===== config.mk =====
export PLATFORM = sky130hd
export DESIGN_NAME = debug_loader_flat
export DESIGN_NICKNAME = d
export VERILOG_FILES = /design/src/rtl/debug_pkg.sv /design/src/rtl/debug_loader_if.sv /design/src/rtl/debug_word_packer.sv /design/src/rtl/debug_loader.sv /design/src/flat_wrapper.sv
export SDC_FILE = /design/constraint.sdc
export NUM_CORES = 1
export LEC_CHECK = 0
export BUFFER_PORTS_ARGS = -buffer_cell sky130_fd_sc_hd__clkbuf_2
export CAP_MARGIN = 25
export CORE_MARGIN = 3
export CORE_UTILIZATION = 55
export DETAILED_ROUTE_END_ITERATION = 8
export GPL_ROUTABILITY_DRIVEN = 0
export PLACE_DENSITY = 0.78
export SLEW_MARGIN = 10
export SYNTH_ARGS = -nofsm -noshare
export SYNTH_HDL_FRONTEND = slang
export SYNTH_SLANG_ARGS = --single-unit

===== constraint.sdc =====
create_clock -name clk -period 2.5 [get_ports clk]
set_input_delay 0.5 -clock clk [delete_from_list [all_inputs] [get_ports clk]]
set_output_delay 0.5 -clock clk [all_outputs]
set_load 0.1 [all_outputs]

===== src/rtl/debug_pkg.sv =====
// Shared definitions for the UART-driven debug loader.
// Command bytes and FSM state encoding.
package debug_pkg;

  localparam logic [7:0] CMD_LOAD = 8'h4C;
  localparam logic [7:0] CMD_RUN  = 8'h52;
  localparam logic [7:0] CMD_STEP = 8'h53;
  localparam logic [7:0] CMD_HALT = 8'h48;
  localparam logic [7:0] CMD_RST  = 8'h5A;

  typedef enum logic [2:0] {
    ST_IDLE  = 3'd0,
    ST_LCNT  = 3'd1,
    ST_LWORD = 3'd2,
    ST_WRITE = 3'd3,
    ST_RUN   = 3'd4,
    ST_STEP  = 3'd5
  } state_t;

endpackage


===== src/rtl/debug_loader_if.sv =====
// UART-side inputs plus core and instruction-memory controls.
// master = loader side, slave = surrounding system.
interface debug_loader_if #(
  parameter int NB_DATA = 32,
  parameter int NB_BYTE = 8,
  parameter int NB_ADDR = 8
);
  logic [NB_BYTE-1:0] i_rx_data;
  logic               i_rx_done;
  logic               i_cpu_halt;
  logic               o_imem_we;
  logic [NB_ADDR-1:0] o_imem_addr;
  logic [NB_DATA-1:0] o_imem_data;
  logic               o_cpu_en;
  logic               o_cpu_rst;
  logic               o_busy;
  logic               o_load_done;
  logic               o_error;

  modport master (
    input  i_rx_data, i_rx_done, i_cpu_halt,
    output o_imem_we, o_imem_addr, o_imem_data,
    output o_cpu_en, o_cpu_rst, o_busy,
    output o_load_done, o_error
  );

  modport slave (
    output i_rx_data, i_rx_done, i_cpu_halt,
    input  o_imem_we, o_imem_addr, o_imem_data,
    input  o_cpu_en, o_cpu_rst, o_busy,
    input  o_load_done, o_error
  );
endinterface


===== src/rtl/debug_word_packer.sv =====
// Packs bytes MSB-first into an instruction word.
// word_valid fires with the last byte; word is valid the next cycle.
module debug_word_packer #(
  parameter int NB_DATA = 32,
  parameter int NB_BYTE = 8
) (
  input  logic               clk,
  input  logic               rst_n,
  input  logic [NB_BYTE-1:0] i_byte,
  input  logic               i_strobe,
  input  logic               i_clear,
  output logic [NB_DATA-1:0] o_word,
  output logic               o_word_valid
);

  localparam int NBYTES = NB_DATA / NB_BYTE;
  localparam int CW     = (NBYTES > 1) ? $clog2(NBYTES) : 1;

  logic [CW-1:0]      cnt;
  logic [NB_DATA-1:0] sh;
  logic               last;

  assign last         = (cnt == CW'(NBYTES - 1));
  assign o_word_valid = i_strobe & last & ~i_clear;
  assign o_word       = sh;

  always_ff @(posedge clk or negedge rst_n) begin
    if (!rst_n) begin
      cnt <= '0;
      sh  <= '0;
    end else if (i_clear) begin
      cnt <= '0;
      sh  <= '0;
    end else if (i_strobe) begin
      sh  <= NB_DATA'({sh, i_byte});
      cnt <= last ? '0 : cnt + 1'b1;
    end
  end

endmodule


===== src/rtl/debug_loader.sv =====
// Command sequencer: loads imem words over UART and
// controls run/step/halt/reset of the core.
module debug_loader
  import debug_pkg::*;
#(
  parameter int NB_DATA = 32,
  parameter int NB_BYTE = 8,
  parameter int NB_ADDR = 8,
  parameter int TIMEOUT = 500000
) (
  input logic            clk,
  input logic            i_rst_n,
  debug_loader_if.master bus
);

  localparam int TMO_W = $clog2(TIMEOUT + 1);

  state_t             state, state_n;
  logic               err_n, err_q;
  logic               done_n, done_q;
  logic               crst_n, crst_q;
  logic               start;
  logic [NB_ADDR-1:0] addr;
  logic [NB_BYTE-1:0] remain;
  logic [TMO_W-1:0]   tmo;
  logic               tmo_hit;
  logic [NB_DATA-1:0] word;
  logic               word_valid;
  logic               pk_strobe;
  logic [NB_BYTE-1:0] rx;
  logic               rxv;

  assign rx  = bus.i_rx_data;
  assign rxv = bus.i_rx_done;

  // WRITE also accepts bytes so a strobe there is never lost
  assign pk_strobe = rxv &
    ((state == ST_LWORD) | (state == ST_WRITE));

  debug_word_packer #(
    .NB_DATA(NB_DATA),
    .NB_BYTE(NB_BYTE)
  ) u_packer (
    .clk         (clk),
    .rst_n       (i_rst_n),
    .i_byte      (rx),
    .i_strobe    (pk_strobe),
    .i_clear     (start),
    .o_word      (word),
    .o_word_valid(word_valid)
  );

  assign tmo_hit = ~rxv & (tmo == TMO_W'(TIMEOUT));

  always_comb begin
    state_n = state;
    err_n   = 1'b0;
    done_n  = 1'b0;
    crst_n  = 1'b0;
    start   = 1'b0;
    unique case (state)
      ST_IDLE: begin
        if (rxv) begin
          unique case (1'b1)
            (rx == NB_BYTE'(CMD_LOAD)): state_n = ST_LCNT;
            (rx == NB_BYTE'(CMD_RUN)):  state_n = ST_RUN;
            (rx == NB_BYTE'(CMD_STEP)): state_n = ST_STEP;
            (rx == NB_BYTE'(CMD_RST)):  crst_n  = 1'b1;
            (rx == NB_BYTE'(CMD_HALT)): ;
            default:                    err_n   = 1'b1;
          endcase
        end
      end
      ST_LCNT: begin
        if (rxv) begin
          if (rx == '0) begin
            done_n  = 1'b1;
            state_n = ST_IDLE;
          end else begin
            start   = 1'b1;
            state_n = ST_LWORD;
          end
        end else if (tmo_hit) begin
          err_n   = 1'b1;
          state_n = ST_IDLE;
        end
      end
      ST_LWORD: begin
        if (word_valid) begin
          state_n = ST_WRITE;
        end else if (tmo_hit) begin
          err_n   = 1'b1;
          state_n = ST_IDLE;
        end
      end
      ST_WRITE: begin
        if (remain == NB_BYTE'(1)) begin
          done_n  = 1'b1;
          state_n = ST_IDLE;
        end else begin
          state_n = ST_LWORD;
        end
      end
      ST_RUN: begin
        if (bus.i_cpu_halt |
            (rxv & (rx == NB_BYTE'(CMD_HALT))))
          state_n = ST_IDLE;
      end
      ST_STEP: state_n = ST_IDLE;
      default: state_n = ST_IDLE;
    endcase
  end

  always_ff @(posedge clk or negedge i_rst_n) begin
    if (!i_rst_n) begin
      state  <= ST_IDLE;
      err_q  <= 1'b0;
      done_q <= 1'b0;
      crst_q <= 1'b0;
    end else begin
      state  <= state_n;
      err_q  <= err_n;
      done_q <= done_n;
      crst_q <= crst_n;
    end
  end

  always_ff @(posedge clk or negedge i_rst_n) begin
    if (!i_rst_n) begin
      addr   <= '0;
      remain <= '0;
    end else if (start) begin
      addr   <= '0;
      remain <= rx;
    end else if (state == ST_WRITE) begin
      addr   <= addr + 1'b1;
      remain <= remain - 1'b1;
    end
  end

  // inter-byte watchdog; holds across the WRITE cycle
  always_ff @(posedge clk or negedge i_rst_n) begin
    if (!i_rst_n) begin
      tmo <= '0;
    end else if (state != ST_LCNT && state != ST_LWORD &&
                 state != ST_WRITE) begin
      tmo <= '0;
    end else if (rxv) begin
      tmo <= '0;
    end else if (state != ST_WRITE && !tmo_hit) begin
      tmo <= tmo + 1'b1;
    end
  end

  assign bus.o_imem_we   = (state == ST_WRITE);
  assign bus.o_imem_addr = addr;
  assign bus.o_imem_data = word;
  assign bus.o_cpu_en    = (state == ST_RUN) |
                           (state == ST_STEP);
  assign bus.o_cpu_rst   = crst_q;
  assign bus.o_busy      = (state != ST_IDLE);
  assign bus.o_load_done = done_q;
  assign bus.o_error     = err_q;

endmodule


===== src/flat_wrapper.sv =====
// flat-port wrapper written by rule: the top's interface ports become plain ports
module debug_loader_flat import debug_pkg::*;
#(
  parameter int NB_DATA = 32,
  parameter int NB_BYTE = 8,
  parameter int NB_ADDR = 8,
  parameter int TIMEOUT = 500000
)
  (clk, i_rst_n, bus_i_rx_data, bus_i_rx_done, bus_i_cpu_halt, bus_o_imem_we, bus_o_imem_addr, bus_o_imem_data, bus_o_cpu_en, bus_o_cpu_rst, bus_o_busy, bus_o_load_done, bus_o_error);
  debug_loader_if #(.NB_DATA(NB_DATA), .NB_BYTE(NB_BYTE), .NB_ADDR(NB_ADDR)) bus_i ();
  input logic clk;
  input logic i_rst_n;
  input wire logic [$bits(bus_i.i_rx_data)-1:0] bus_i_rx_data;
  input wire logic [$bits(bus_i.i_rx_done)-1:0] bus_i_rx_done;
  input wire logic [$bits(bus_i.i_cpu_halt)-1:0] bus_i_cpu_halt;
  output wire logic [$bits(bus_i.o_imem_we)-1:0] bus_o_imem_we;
  output wire logic [$bits(bus_i.o_imem_addr)-1:0] bus_o_imem_addr;
  output wire logic [$bits(bus_i.o_imem_data)-1:0] bus_o_imem_data;
  output wire logic [$bits(bus_i.o_cpu_en)-1:0] bus_o_cpu_en;
  output wire logic [$bits(bus_i.o_cpu_rst)-1:0] bus_o_cpu_rst;
  output wire logic [$bits(bus_i.o_busy)-1:0] bus_o_busy;
  output wire logic [$bits(bus_i.o_load_done)-1:0] bus_o_load_done;
  output wire logic [$bits(bus_i.o_error)-1:0] bus_o_error;
  assign bus_i.i_rx_data = bus_i_rx_data;
  assign bus_i.i_rx_done = bus_i_rx_done;
  assign bus_i.i_cpu_halt = bus_i_cpu_halt;
  assign bus_o_imem_we = bus_i.o_imem_we;
  assign bus_o_imem_addr = bus_i.o_imem_addr;
  assign bus_o_imem_data = bus_i.o_imem_data;
  assign bus_o_cpu_en = bus_i.o_cpu_en;
  assign bus_o_cpu_rst = bus_i.o_cpu_rst;
  assign bus_o_busy = bus_i.o_busy;
  assign bus_o_load_done = bus_i.o_load_done;
  assign bus_o_error = bus_i.o_error;
  debug_loader #(.NB_DATA(NB_DATA), .NB_BYTE(NB_BYTE), .NB_ADDR(NB_ADDR), .TIMEOUT(TIMEOUT)) u_core (.clk(clk), .i_rst_n(i_rst_n), .bus(bus_i));
endmodule

==> results of run 1 <==
-- synth_stat cells, types with 6 or more instances --
cell type  number
nand2_1        90
dfrtp_1        75
a21oi_1        45
nor2_1         23
clkbuf_1       18
nand3_1        13
inv_1          10
nor3_1         10
nand4_1         9
and3_1          8
a221o_1         7
o21ai_0         7
ha_1            6
nor4_1          6
or3_1           6
xnor2_1         6
xor2_1          6
-- cell type report --
| cell class | instances | area share (%) |
|---|---|---|
| flip-flops and latches | 75 | 43.6 |
| multi-input cells | 297 | 40.2 |
| repair buffers | 67 | 8.65 |
| clock buffers | 9 | 2.87 |
| well taps | 77 | 2.24 |
| clock inverters | 7 | 1.51 |
| inverters | 11 | 1.02 |
-- cells by family after synthesis --
kind of cell	count (synthesis)
adder cells (fa/ha/maj)	6
XOR/XNOR	12
flip-flops	75
AO/OA/AOI/OAI	84
AND/OR/NAND/NOR	190
buffers and inverters	32
multiplexers	5
-- final timing paths --
path	endpoint	slack [ps]	cells past startpoint	from
worst max-delay path	bus_o_imem_we	150	4	u_core.state[1]
max in group asynchronous	u_core.remain[1]	2020	2	i_rst_n
worst min register to register	u_core.u_packer.o_word[26]	530	2	u_core.u_packer.o_word[26]
worst min-delay path	u_core.u_packer.o_word[24]	150	2	i_rst_n
worst max register to register	u_core.tmo[18]	350	5	u_core.state[1]
min in group clk	u_core.bus.o_cpu_rst	410	2	bus_i_rx_data[0]
-- per-stage QoR --
stage | instances | util, % | area, um^2 | hold slack [ps] | setup slack [ps]
finish | 543 | 66.7 | 4310 | 147 | 151
global route | 543 | 66.7 | 4310 | 174 | 52.4
CTS | 543 | 66.7 | 4310 | 175 | 151
detailed placement | 527 | 63.8 | 4120 | 502 | 368
global placement | 527 | 63.8 | 4120 | 489 | 440
floorplan | 404 | - | 3720 | 204 | 160
-- per-layer routing --
layer  vias up  part of all wire, %  global-route usage (%)
li1       1559                    -                       -
met1      1564                   47                    34.1
met2       110                   46                    35.7
met3        16                  5.2                    4.00
met4         0                  1.7                    9.07
met5         -                    0                       0
-- critical path, delay by kind of cell, from the launching register on --
kind,cells,cell delay (ps)
buffers and inverters,3,760
flip-flops,1,600
AND/OR/NAND/NOR,1,140
-- state kept, by name (all words and copies together), names as in the netlist, 2 cells and up --
name	cells
u_core.remain	8
u_core.tmo	19
u_core.u_packer.o_word	32
u_core.u_packer.cnt	2
u_core.bus.o_imem_addr	8
u_core.state	3
-- cells in the final DEF (no fill, tap or decap), types with 3 or more instances in the layout --
master,instances
and3_1,8
nor2_1,23
mux2i_1,4
clkbuf_8,9
xnor2_1,6
nand4_1,9
nand2_1,90
o21ai_0,7
a21oi_1,45
nor3_1,10
o31ai_1,3
buf_4,9
inv_1,10
or3_1,6
inv_6,3
ha_1,6
nand4b_1,3
xor2_1,6
a221o_1,7
dfrtp_1,75
or4_1,4
nand3_1,13
nor4_1,6
a211o_1,3
clkbuf_2,56
==> summary.md, run 1 <==
| Metric | Value |
|---|---|
| DRC violations left | `0` |
| # diodes | `0` |
| Initial antenna violation count | `0` |
| CTS clk-pin slew, worst paths | `around 100 ps` |
| Slowest cell on the critical path | `dfrtp_1` |
| First-pass GRT wire length | `around 14000 um` |
| #FFs+latches synth | `75` |
| Area grow syn2layout | `15.9%` |
| Crit. End Element | `output port` |
| Outcome | `complete, no violations` |
| Max-Cap Viols | `0` |
| Root buf cell | `clkbuf_8` |
| Largest net degree at the start of global routing | `76` |
| Hold crit path type | `in2async` |
| Area leader, netlist | `dfrtp_1` |
| Synth Area in Adders | `around 2.0%` |
| TritonCTS buffer count | `9` |
| Worst-path fanout max | `16` |
| Cell area after synthesis | `around 3700 um^2` |
| Post-Route WL | `8390 um` |
| Detailed-placement wirelength estimate | `around 5900 um` |
| Compound-Gate Fraction of Synth Area | `around 15%` |
| Fin. Hold Viols | `0` |
| Combinational family with the most area after synthesis | `simple AND/OR/NAND/NOR gates` |
| Max H-tree Level | `3` |
| Chip width | `between 80 and 90 um` |
| Sequential Area | `roughly 1900 um^2` |
| Mean routed wirelength per cell | `~15 um` |
| Top cell type's share of synthesized area | `between 50% and 60%` |
| PortBufs | `57` |
| Main flop type after synthesis | `dfrtp_1` |
| Min cycle time layout | `2350 ps` |
| Setup repair bufs after CTS | `0` |
| EDFF count, synth | `0` |
| Floorplan row count | `29` |
| GRT Util Overall | `between 20% and 30%` |
| Final Slew Violations | `0` |
| RSZ-0062 raised after global routing | `no` |
| WP data required | `~2000 ps` |
| Post-synthesis mux area share | `between 1 and 1.5%` |
| First-pass detailed-route iteration total | `5` |
| XOR/XNOR share of the synthesized area | `between 2 and 3%` |
| Vias in the first global route | `3076` |
| TritonCTS Sinks | `75` |
| Post-synthesis simple-gate area fraction | `around 25%` |
| I/O pin total | `58` |
| Die Ht | `~88 um` |
| Final setup fails | `0` |
| Setup TNS | `0 ps` |
| Ratio of cells with drive above 1 in the final layout | `around a fifth` |
| PostCTS Resize Cnt | `0` |
| Total number of vias | `roughly 3.2k` |
| Post-DRT Antenna Nets | `0` |
| Crit path DAT | `roughly 1900 ps` |
| Syn Inst Count | `between 400 and 500` |
| Via/cell ratio | `5.98` |
| Mean post-synth cell area | `just over 9 um^2` |
| Max stage delay on crit path | `600 ps` |
| Die Area | `~8000 um^2` |
| Slew margin rel. | `a little over three fifths` |
| Sequential-to-total area share from yosys stat | `around 50%` |
| Maximum clock frequency | `about 430 MHz` |
| Nets | `between 400 and 500` |
| Post-CTS Hold Buffers | `0` |
| Core Area | `between 6000 and 7000 um^2` |
| Drt initial violations | `221` |
| Slew @ Worst Pin | `roughly 550 ps` |
| Skew final | `roughly 19 ps` |
| Critical path class | `reg2out` |
| Grt total ovfl | `0` |
| Skew-Pair Late Insertion Delay | `360 ps` |
| Fraction of registers with async set/reset | `between 90% and 100%` |
| CTS tree | `done` |
| Synth top area cells | `dfrtp_1 (50%), nand2_1 (9.1%), a21oi_1 (6.1%), nor2_1 (2.3%), ha_1 (2.0%)` |
| Area of the multi-input gates | `approximately 1700 um^2` |
| Buffer levels on the longest clock path | `2` |
| CP cell instances | `nand3b_4 -> inv_4 -> buf_4 -> clkbuf_2` |
| Type of origin of the critical path | `flop` |
| Yosys cell types | `56` |
| Period utilization | `between 90% and 100%` |
| Filler cells | `550` |
| Yosys warnings | `0` |
| Initial Util | `a little under three fifths` |
| Net count after synthesis | `~420` |
Power of run 1 is left out: the tool's default activity adds up to more than one toggle a clock period on the data nets, which glitch-free logic cannot reach.
==> run 2: changes to the inputs <==
--- a/config.mk
+++ b/config.mk
@@ -11,6 +11,7 @@
 export CORE_UTILIZATION = 55
 export DETAILED_ROUTE_END_ITERATION = 8
 export GPL_ROUTABILITY_DRIVEN = 0
+export MAX_ROUTING_LAYER = met4
 export PLACE_DENSITY = 0.78
 export SLEW_MARGIN = 10
 export SYNTH_ARGS = -nofsm -noshare
==> summary.md, run 2 (synthesis results as in run 1) <==
| Metric | Value |
|---|---|
| Outcome | `complete, no violations (unchanged)` |
| Post-CTS Hold Buffers | `0 (unchanged)` |
| Max FFs per register | `32 (unchanged)` |
| Nets | `479 (unchanged)` |
| Post-Route WL | `8410 um (was 8390 um)` |
| Maximum clock frequency | `426 MHz (about the same)` |
| TritonCTS buffer count | `9 (unchanged)` |
| Slew margin rel. | `63.3% (was 63.0%)` |
| Die Area | `7780 um^2 (unchanged)` |
| Fin. Hold Viols | `0 (unchanged)` |
| Setup repair bufs after CTS | `0 (unchanged)` |
| Layout Cells excl Fill | `543 (unchanged)` |
| Floorplan row count | `29 (unchanged)` |
| Worst-path fanout max | `16 (unchanged)` |
| Slew @ Worst Pin | `545 ps (was 551 ps)` |
| Ratio of cells with drive above 1 in the final layout | `19.7% (unchanged)` |
| Total number of vias | `3219 (was 3249)` |
| Initial antenna violation count | `0 (unchanged)` |
| Buffer levels on the longest clock path | `2 (unchanged)` |
| Largest net degree at the start of global routing | `76 (unchanged)` |
| Final Slew Violations | `0 (unchanged)` |
| Final worst slack | `154 ps (was 151 ps)` |
| Initial Util | `57.6% (unchanged)` |
| Crit. End Element | `output port (unchanged)` |
| Root buf cell | `clkbuf_8 (unchanged)` |
| First-pass GRT wire length | `14400 um (about the same)` |
| Grt total ovfl | `0 (unchanged)` |
| # diodes | `0 (unchanged)` |
| First-pass detailed-route iteration total | `4 (was 5)` |
| Most frequent cells in the layout | `nand2_1 (90), dfrtp_1 (75), clkbuf_2 (56) (unchanged)` |
| DRC violations left | `0 (unchanged)` |
| PostCTS Resize Cnt | `0 (unchanged)` |
| GRT Util Overall | `24.4% (was 23.6%)` |
| Drt initial violations | `184 (was 221)` |
| Min cycle time layout | `2350 ps (about the same)` |
| Final core utilization | `66.7% (unchanged)` |
| Core Area | `6460 um^2 (unchanged)` |
| TritonCTS Sinks | `75 (unchanged)` |
| PortBufs | `57 (unchanged)` |
| DP Worst Slack | `368 ps (unchanged)` |
| I/O pin total | `58 (unchanged)` |
| RSZ-0062 raised after global routing | `no (unchanged)` |
| Mean routed wirelength per cell | `15.5 um (about the same)` |
| Hold crit path type | `in2async (unchanged)` |
| WP data required | `2000 ps (about the same)` |
| Skew final | `18.4 ps (was 19.0 ps)` |
| Vias in the first global route | `3074 (was 3076)` |
| Area grow syn2layout | `15.9% (unchanged)` |
| Period utilization | `93.8% (was 94.0%)` |
| Max-Cap Viols | `0 (unchanged)` |
| Max H-tree Level | `3 (unchanged)` |
| CTS clk-pin slew, worst paths | `100 ps (about the same)` |
| Setup TNS | `0 ps (unchanged)` |
| Skew-Pair Late Insertion Delay | `360 ps (about the same)` |
| Detailed-placement wirelength estimate | `5910 um (unchanged)` |
| Post-DRT Antenna Nets | `0 (unchanged)` |
| Via/cell ratio | `5.93 (was 5.98)` |
| Crit path DAT | `1850 ps (about the same)` |
| Final setup fails | `0 (unchanged)` |
| Chip width | `88.2 um (unchanged)` |
| Inst Count DP | `527 (unchanged)` |
| Critical path class | `reg2out (unchanged)` |
| CTS tree | `done (unchanged)` |
| Die Ht | `88.2 um (unchanged)` |
| Type of origin of the critical path | `flop (unchanged)` |
| Most common cell after layout, fill and taps aside | `nand2_1 (unchanged)` |
[run 2: cell counts in the layout (fill, tap and decap cells not counted)]
Identical to the previous run, type by type.
[run 2: final timing paths]
path | start | endpoint | slack, ps | depth (start not counted)
worst max-delay path | u_core.state[1] | bus_o_imem_we | 150 | 4
worst min-delay path | i_rst_n | u_core.u_packer.o_word[24] | 150 | 2
worst max register to register | u_core.state[1] | u_core.tmo[18] | 360 | 5
worst min register to register | u_core.u_packer.o_word[28] | u_core.u_packer.o_word[28] | 530 | 2
max in group asynchronous | i_rst_n | u_core.state[1] | 2010 | 2
min in group clk | bus_i_rx_data[0] | u_core.bus.o_cpu_rst | 400 | 2
[run 2: worst max-delay path, cell delays in order, from the launching register on]
cell and delay (ps):
dfrtp_1 600, nand3b_4 140, inv_4 60, buf_4 210, clkbuf_2 490
[run 2: metal layers]
layer / wire [um] / share of wire [%] / global-route usage, %
met5: 0 / 0 / -
met4: 91 / 1.1 / 7.83
met3: 423 / 5.0 / 5.40
met2: 4010 / 48 / 35.7
met1: 3880 / 46 / 34.1
[run 2: final cells by class]
type,instances,area (um^2)
well taps,77,96.3
fillers,550,2150
clock inverters,7,65.1
clock buffers,9,124
flip-flops and latches,75,1880
repair buffers,67,373
multi-input cells,297,1730
inverters,11,43.8
[run 2: through the flow]
| step | instance area [um^2] | hold slack, ps |
|---|---|---|
| CTS | 4310 | 175 |
| global route | 4310 | 165 |
| floorplan | 3720 | 204 |
| finish | 4310 | 149 |
| detailed placement | 4120 | 502 |
| global placement | 4120 | 489 |
Power of run 2 is left out for the same reason.
==> run 3: changes to the inputs <==
--- a/config.mk
+++ b/config.mk
@@ -12,7 +12,7 @@
 export DETAILED_ROUTE_END_ITERATION = 8
 export GPL_ROUTABILITY_DRIVEN = 0
 export MAX_ROUTING_LAYER = met4
-export PLACE_DENSITY = 0.78
+export PLACE_DENSITY_LB_ADDON = 0.1
 export SLEW_MARGIN = 10
 export SYNTH_ARGS = -nofsm -noshare
 export SYNTH_HDL_FRONTEND = slang
==> summary.md, run 3 (synthesis results as in run 1) <==
| Metric | Value |
|---|---|
| Post-Route WL | `8410 um (about the same)` |
| TritonCTS buffer count | `9 (unchanged)` |
| Total number of vias | `3172 (was 3219)` |
| Die Ht | `88.2 um (unchanged)` |
| Min cycle time layout | `2340 ps (was 2350 ps)` |
| Max-Cap Viols | `0 (unchanged)` |
| TritonCTS Sinks | `75 (unchanged)` |
| Initial Util | `57.6% (unchanged)` |
| Core Area | `6460 um^2 (unchanged)` |
| Inst Count DP | `524 (was 527)` |
| Detailed-placement wirelength estimate | `5900 um (was 5910 um)` |
| Mean routed wirelength per cell | `15.6 um (was 15.5 um)` |
| Drt initial violations | `240 (was 184)` |
| First-pass GRT wire length | `14200 um (was 14400 um)` |
| Chip width | `88.2 um (unchanged)` |
| I/O pin total | `58 (unchanged)` |
| Area grow syn2layout | `15.9% (about the same)` |
| Post-DRT Antenna Nets | `0 (unchanged)` |
| Root buf cell | `clkbuf_8 (unchanged)` |
| Slew margin rel. | `54.7% (was 63.3%)` |
| Max FFs per register | `32 (unchanged)` |
| Final core utilization | `66.7% (about the same)` |
| WP data required | `2000 ps (about the same)` |
| # diodes | `0 (unchanged)` |
| GRT Util Overall | `23.9% (was 24.4%)` |
| Most common cell after layout, fill and taps aside | `nand2_1 (unchanged)` |
| Initial antenna violation count | `0 (unchanged)` |
| Max H-tree Level | `3 (unchanged)` |
| Slew @ Worst Pin | `674 ps (was 545 ps)` |
| Largest net degree at the start of global routing | `44 (was 76)` |
| Fin. Hold Viols | `0 (unchanged)` |
| RSZ-0062 raised after global routing | `no (unchanged)` |
| Vias in the first global route | `2965 (was 3074)` |
| CTS clk-pin slew, worst paths | `90 ps (was 100 ps)` |
| Final setup fails | `0 (unchanged)` |
| Outcome | `complete, no violations (unchanged)` |
| PortBufs | `57 (unchanged)` |
| Via/cell ratio | `5.87 (was 5.93)` |
| Filler cells | `540 (was 550)` |
| Crit path DAT | `1840 ps (was 1850 ps)` |
| Critical path class | `reg2out (unchanged)` |
| Hold crit path type | `in2async (unchanged)` |
| First-pass detailed-route iteration total | `4 (unchanged)` |
| CTS tree | `done (unchanged)` |
| Grt total ovfl | `0 (unchanged)` |
| Worst-path fanout max | `16 (unchanged)` |
| Floorplan row count | `29 (unchanged)` |
| Skew-Pair Late Insertion Delay | `350 ps (was 360 ps)` |
| PostCTS Resize Cnt | `0 (unchanged)` |
| Skew final | `7.43 ps (was 18.4 ps)` |
| Period utilization | `93.5% (was 93.8%)` |
| Die Area | `7780 um^2 (unchanged)` |
| Nets | `476 (was 479)` |
| Layout Cells excl Fill | `540 (was 543)` |
| Ratio of cells with drive above 1 in the final layout | `19.2% (was 19.7%)` |
| Crit. End Element | `output port (unchanged)` |
| Post-CTS Hold Buffers | `0 (unchanged)` |
| Setup repair bufs after CTS | `0 (unchanged)` |
| Most frequent cells in the layout | `nand2_1 (90), dfrtp_1 (75), clkbuf_2 (56) (unchanged)` |
| Type of origin of the critical path | `flop (unchanged)` |
| Setup TNS | `0 ps (unchanged)` |
| Max stage delay on crit path | `590 ps (was 600 ps)` |
| Buffer levels on the longest clock path | `2 (unchanged)` |
| DRC violations left | `0 (unchanged)` |
| Post-route cell area | `4310 um^2 (about the same)` |
| Slowest cell on the critical path | `dfrtp_1 (unchanged)` |
| CP cell instances | `nand3b_4 -> inv_4 -> buf_4 -> clkbuf_2 (unchanged)` |
| Final Slew Violations | `0 (unchanged)` |
| Maximum clock frequency | `428 MHz (was 426 MHz)` |
| Placed Area | `4100 um^2 (was 4120 um^2)` |
## run 3: stage by stage
| step | hold slack, ps | setup WS, ps |
|---|---|---|
| floorplan | 204 | 160 |
| global placement | 477 | 396 |
| detailed placement | 481 | 370 |
| CTS | 93.7 | 151 |
| global route | 101 | 72.8 |
| finish | 97.1 | 162 |
## run 3: worst paths after layout
kind                                   from  slack, ps  cells after the start                         end
setup / recovery            u_core.state[1]        160                      4               bus_o_imem_we
hold / removal                      i_rst_n        100                      1  u_core.u_packer.o_word[22]
setup reg to reg            u_core.state[1]        380                      5              u_core.tmo[18]
hold reg to reg            u_core.remain[7]        510                      1            u_core.remain[7]
max in group asynchronous           i_rst_n       1840                      2  u_core.u_packer.o_word[16]
min in group clk           bus_i_rx_data[1]        410                      3   u_core.u_packer.o_word[1]
## run 3: area by class of cell
type / instances / area, um^2 / area share (%)
clock buffer: 9 / 124 / 2.88
tap: 77 / 96.3 / 2.24
clock inverter: 7 / 83.8 / 1.95
multi-input combinational: 297 / 1730 / 40.2
inverter: 11 / 43.8 / 1.02
timing repair buffer: 64 / 353 / 8.19
sequential: 75 / 1880 / 43.6
## run 3: critical path, delay by kind of cell (launching register included)
family,cells,cell delay (ps)
simple gates,1,140
buf+inv,3,750
flops,1,590
## run 3: routing by layer
metal	global-route usage (%)	wire, um	vias to the layer above
met2	34.9	3850	85
met1	35.0	4100	1530
li1	-	-	1552
met5	-	0	-
met3	3.07	405	5
met4	7.28	57	0
Power of run 3 is left out for the same reason.
